$ cat src/rtl/lr_shift_iter.sv
// Multi-cycle logical left/right shifter, one bit position per clock, valid/ready on both sides.
// Optional circular mode is enabled by defining LR_SHIFT_ITER_ROTATE_EN (adds the rotate port).

package lr_shift_iter_pkg;
    typedef enum logic {
        ShiftDir_Left  = 1'b0,
        ShiftDir_Right = 1'b1
    } t_enum_ShiftDir;
endpackage

module lr_shift_iter
    import lr_shift_iter_pkg::*;
#(
    parameter int unsigned width = 8
) (
    input  logic                     clk,
    input  logic                     rst,
    input  logic                     iValid,
    output logic                     iReady,
    input  logic [width-1:0]         iBits,
    input  logic [$clog2(width)-1:0] shift,
    input  t_enum_ShiftDir           dir,
`ifdef LR_SHIFT_ITER_ROTATE_EN
    input  logic                     rotate,
`endif
    output logic                     oValid,
    input  logic                     oReady,
    output logic [width-1:0]         oBits,
    output logic                     busy
);

    localparam int unsigned SW = $clog2(width);

    typedef enum logic [1:0] {
        StIdle,
        StShift,
        StDone
    } state_e;

    state_e         state_q, state_d;
    logic [width-1:0] data_q, data_d;
    logic [SW-1:0]  count_q, count_d;
    t_enum_ShiftDir dir_q, dir_d;
    logic           fill;

`ifdef LR_SHIFT_ITER_ROTATE_EN
    logic rot_q, rot_d;

    // Circular mode re-inserts the bit leaving the word.
    always_comb begin
        fill = 1'b0;
        if (rot_q) begin
            fill = (dir_q == ShiftDir_Left) ? data_q[width-1] : data_q[0];
        end
    end
`else
    assign fill = 1'b0;
`endif

    always_comb begin
        state_d = state_q;
        data_d  = data_q;
        count_d = count_q;
        dir_d   = dir_q;
`ifdef LR_SHIFT_ITER_ROTATE_EN
        rot_d   = rot_q;
`endif
        unique case (state_q)
            StIdle: begin
                if (iValid) begin
                    data_d  = iBits;
                    count_d = shift;
                    dir_d   = dir;
`ifdef LR_SHIFT_ITER_ROTATE_EN
                    rot_d   = rotate;
`endif
                    state_d = (shift != '0) ? StShift : StDone;
                end
            end
            StShift: begin
                data_d  = (dir_q == ShiftDir_Left) ? {data_q[width-2:0], fill}
                                                   : {fill, data_q[width-1:1]};
                count_d = count_q - SW'(1);
                if (count_q == SW'(1)) begin
                    state_d = StDone;
                end
            end
            StDone: begin
                if (oReady) begin
                    state_d = StIdle;
                end
            end
            default: state_d = StIdle;
        endcase
    end

    always_ff @(posedge clk or negedge rst) begin
        if (!rst) begin
            state_q <= StIdle;
            data_q  <= '0;
            count_q <= '0;
            dir_q   <= ShiftDir_Left;
`ifdef LR_SHIFT_ITER_ROTATE_EN
            rot_q   <= 1'b0;
`endif
        end else begin
            state_q <= state_d;
            data_q  <= data_d;
            count_q <= count_d;
            dir_q   <= dir_d;
`ifdef LR_SHIFT_ITER_ROTATE_EN
            rot_q   <= rot_d;
`endif
        end
    end

    // Outputs decode from registered state only.
    assign iReady = (state_q == StIdle);
    assign oValid = (state_q == StDone);
    assign busy   = (state_q != StIdle);
    assign oBits  = data_q;

endmodule
$ cat config.mk
export PLATFORM = sky130hd
export DESIGN_NAME = lr_shift_iter
export DESIGN_NICKNAME = d
export VERILOG_FILES = /design/src/rtl/lr_shift_iter.sv
export SDC_FILE = /design/constraint.sdc
export NUM_CORES = 1
export LEC_CHECK = 0
export CAP_MARGIN = 40
export CORE_UTILIZATION = 28
export DETAILED_ROUTE_END_ITERATION = 12
export PLACE_DENSITY_LB_ADDON = 0.1
export SKIP_LAST_GASP = 1
export SYNTH_ARGS = -nofsm -noshare
export SYNTH_HDL_FRONTEND = slang
export SYNTH_SLANG_ARGS = --single-unit
$ cat constraint.sdc
create_clock -name clk -period 1.2 [get_ports clk]
set_clock_uncertainty 0.05 [all_clocks]
set_input_delay 0.12 -clock clk [delete_from_list [all_inputs] [get_ports clk]]
set_output_delay 0.12 -clock clk [all_outputs]
set_load 0.02 [all_outputs]
==> impl_metrics.json <==
{
  "status": "finished, violations left",
  "violations": "design-rule violations, negative setup slack",
  "finalWeightedCongestion": 0.795,
  "irDropWorstVdd_mv": 1.36,
  "grt_max_degree": 15,
  "period_needed_ps": 1290,
  "asyncSetResetFlopFracSynth_pct": 100,
  "path_delay_family": "flip-flops",
  "design.die.area_mm2": 0.00332,
  "synth_area_leaders": "sky130_fd_sc_hd__dfrtp_1, sky130_fd_sc_hd__a2bb2oi_1, sky130_fd_sc_hd__mux2_4",
  "cts_made_buffers": 3,
  "synth.yosys.warnings": 0,
  "drtAntennaViolNets": 0,
  "grt_pass1_wl_mm": 3.93,
  "drv_cap": 0,
  "fin_crit_sh_pct": 107,
  "stdcell_count": 155,
  "nets": 144,
  "cts.htree.levels": 1,
  "highest_layer": "met4",
  "synth-main-ff-cell": "sky130_fd_sc_hd__dfrtp_1",
  "routed_via_density": 5.12,
  "die_h_um": 57.6,
  "max_slew.worst_pin.slew_ps": 265,
  "detail_route.first_pass.iterations": 8,
  "remaining_drc_errors": 3,
  "synth_top_cell_area_share_pct": 40.5,
  "power_per_cell_area_mw_per_mm2": 2800,
  "crit_fanout": 8,
  "core_region_area_mm2": 0.00285,
  "metal1_wirelength_mm": 1.17,
  "via_count_of_the_first_global_routing_pass": 813,
  "worstPathBufferInverterCount": 2,
  "sw_frac_of_total_pct": 42.2,
  "first_iter_violations": 12,
  "dp.final_hpwl_mm": 1.70,
  "yosys-top-cells-count": "sky130_fd_sc_hd__dfrtp_1, sky130_fd_sc_hd__a2bb2oi_1, sky130_fd_sc_hd__o22ai_1",
  "routedWlPerCell_um": 15.8,
  "num_vias": 793,
  "internal-power_w": 0.00216,
  "worst-setup-path-type": "flop to flop",
  "synthMostInstantiatedCell": "sky130_fd_sc_hd__dfrtp_1",
  "insertedDiodeCount": 0,
  "io_buffer_count": 26,
  "yosysSeqAreaShare_pct": 40.5,
  "power.static_leakage_nw": 0.599,
  "synthesis.nets": 97,
  "arrival_ps": 1410,
  "rows": 19,
  "grt_usage_pct": 15.5,
  "required_time_of_the_critical_path_ps": 1320,
  "die-width_um": 57.6,
  "p_comb_share_pct": 64.6,
  "areaGrowthSynthToFinish_pct": 53.6,
  "final_layout_size_suffix_gt1_share_pct": 42.7,
  "syn-cell-area_um2": 866,
  "clk-insertion-delay-late_ps": 280,
  "syn_avg_cell_area_um2": 11.0,
  "timing.final.max_slew_violations": 0,
  "p_clk_share_pct": 7.2,
  "initial_core_util_pct": 30.4,
  "placed_cells_incl_taps": 148,
  "timing.critical_path.cells": "buf_6 > buf_8 > nor2_4 > nor2_8 > o22a_1",
  "clock.fmax_ghz": 0.776,
  "final_count_of_hold_timing_violations": 0,
  "finalSetupViolations": 14,
  "numClockSinks": 14,
  "synth_cell_type_count": 30,
  "detail_route.wirelength_mm": 2.45,
  "floorplan.io_pins": 27,
  "holdBufCountCts": 0,
  "initial_antenna_violation_count": 0,
  "cts_tree": "done",
  "synth-edff-count": 0,
  "clk_pin_slew_worst_paths_ps": 80,
  "endpoint_kind": "flop",
  "fillers": 278,
  "cpPeakStageDelay_ps": 450,
  "syn-instance-count": 79,
  "place_worst_setup_slack_ps": -180,
  "crit_path_top_delay_cell": "sky130_fd_sc_hd__dfrtp_2",
  "post-synth-top-area-cell": "sky130_fd_sc_hd__dfrtp_1",
  "startpoint_type": "flop",
  "clockBufferDepth": 2,
  "root_buffer": "sky130_fd_sc_hd__clkbuf_4",
  "postSynthRegisterBits": 14,
  "dr_wl_met2_mm": 1.15,
  "power.total_w": 0.00373,
  "routed-wl-met3_um": 118,
  "min_path_type": "input pin to async pin",
  "timing.slew.headroom_pct": 82.2,
  "postLayoutSetupSlackWorst_ps": -88.5,
  "globalRoute.totalOverflow": 0,
  "seq_power_share_pct": 28.2,
  "unrepaired_setup_endpoints_after_global_routing": "yes",
  "power.switching_w": 0.00157
}
-- through the flow --
step | instance area, um^2 | utilization [%] | TNS (ps) | hold WS (ps)
final | 1330 | 46.6 | -716 | 91.9
after global routing | 1330 | 46.6 | -1590 | 98.7
after CTS | 1290 | 45.2 | -934 | 94.1
after detailed placement | 1250 | 43.8 | -2480 | 404
after global placement | 1250 | 43.8 | -2220 | 409
after floorplan | 871 | - | 0 | -226
-- cell families (layout without fill, tap and decap cells) --
logic type | after synthesis | in the layout | share of synthesized area, %
AO/OA/AOI/OAI | 28 | 28 | 23.4
adder cells (fa/ha/maj) | 2 | 2 | 2.89
buffers and inverters | 11 | 56 | 8.09
flip-flops | 14 | 14 | 40.5
multiplexers | 7 | 7 | 11.1
AND/OR/NAND/NOR | 17 | 17 | 14.0
-- timing repair --
action                                  4_1_cts  5_1_grt
endpoints found under the setup margin       24       24
buffers inserted                              1        3
resized for setup                            28       23
pin swaps                                     3        5
-- area by class of cell --
| cell class | count | area [um^2] | area share, % |
|---|---|---|---|
| tap | 31 | 38.8 | 2.92 |
| inverter | 7 | 28.8 | 2.16 |
| multi-input combinational | 54 | 495 | 37.3 |
| clock buffer | 3 | 22.5 | 1.69 |
| timing repair buffer | 46 | 390 | 29.4 |
| sequential | 14 | 354 | 26.6 |
-- final timing paths --
check	start	to	slack (ps)	depth (start not counted)
worst max-delay path	state_q[0]	oBits[3]	-90	5
worst min-delay path	rst	dir_q	90	2
worst max register to register	state_q[0]	oBits[3]	-90	5
worst min register to register	count_q[1]	count_q[1]	490	2
max in group asynchronous	rst	state_q[0]	810	2
min in group clk	dir	dir_q	390	2
-- cell usage in the layout (no fill, tap or decap), types with 2 or more instances in the layout --
| cell | count |
|---|---|
| sky130_fd_sc_hd__o22ai_1 | 7 |
| sky130_fd_sc_hd__clkbuf_4 | 3 |
| sky130_fd_sc_hd__nand2b_4 | 2 |
| sky130_fd_sc_hd__a21oi_1 | 2 |
| sky130_fd_sc_hd__buf_4 | 17 |
| sky130_fd_sc_hd__clkbuf_2 | 7 |
| sky130_fd_sc_hd__buf_8 | 2 |
| sky130_fd_sc_hd__dfrtp_2 | 3 |
| sky130_fd_sc_hd__inv_1 | 5 |
| sky130_fd_sc_hd__buf_6 | 2 |
| sky130_fd_sc_hd__a21oi_2 | 2 |
| sky130_fd_sc_hd__nor2_1 | 3 |
| sky130_fd_sc_hd__a2bb2oi_1 | 8 |
| sky130_fd_sc_hd__mux2_4 | 5 |
| sky130_fd_sc_hd__nor2_4 | 2 |
| sky130_fd_sc_hd__clkdlybuf4s50_1 | 15 |
| sky130_fd_sc_hd__nand2b_1 | 3 |
| sky130_fd_sc_hd__dfrtp_1 | 11 |
| sky130_fd_sc_hd__ha_1 | 2 |
| sky130_fd_sc_hd__a2bb2oi_2 | 2 |
| sky130_fd_sc_hd__o22ai_2 | 2 |
| sky130_fd_sc_hd__clkdlybuf4s15_1 | 2 |
-- routing by layer --
| metal | vias to the layer above | global-route usage (%) |
|---|---|---|
| met5 | - | 0 |
| met2 | 22 | 24.9 |
| li1 | 386 | - |
| met4 | 0 | 2.09 |
| met3 | 2 | 4.24 |
| met1 | 383 | 21.4 |
-- flip-flops by register name, summed over array words and instances (netlist names) --
signal   cells
state_q      2
count_q      3
oBits        8
dir_q        1
-- power by group through the flow --
stage / sequential (W) / clock, W / combinational (W)
floorplan: 0.00107 / 0 / 0.00139
global placement: 0.00103 / 0 / 0.00222
detailed placement: 0.00103 / 0 / 0.00223
CTS: 0.00102 / 0.000279 / 0.00222
global route: 0.00110 / 0.000303 / 0.00260
finish: 0.00105 / 0.000268 / 0.00241
(Power assumes the default switching activity.)
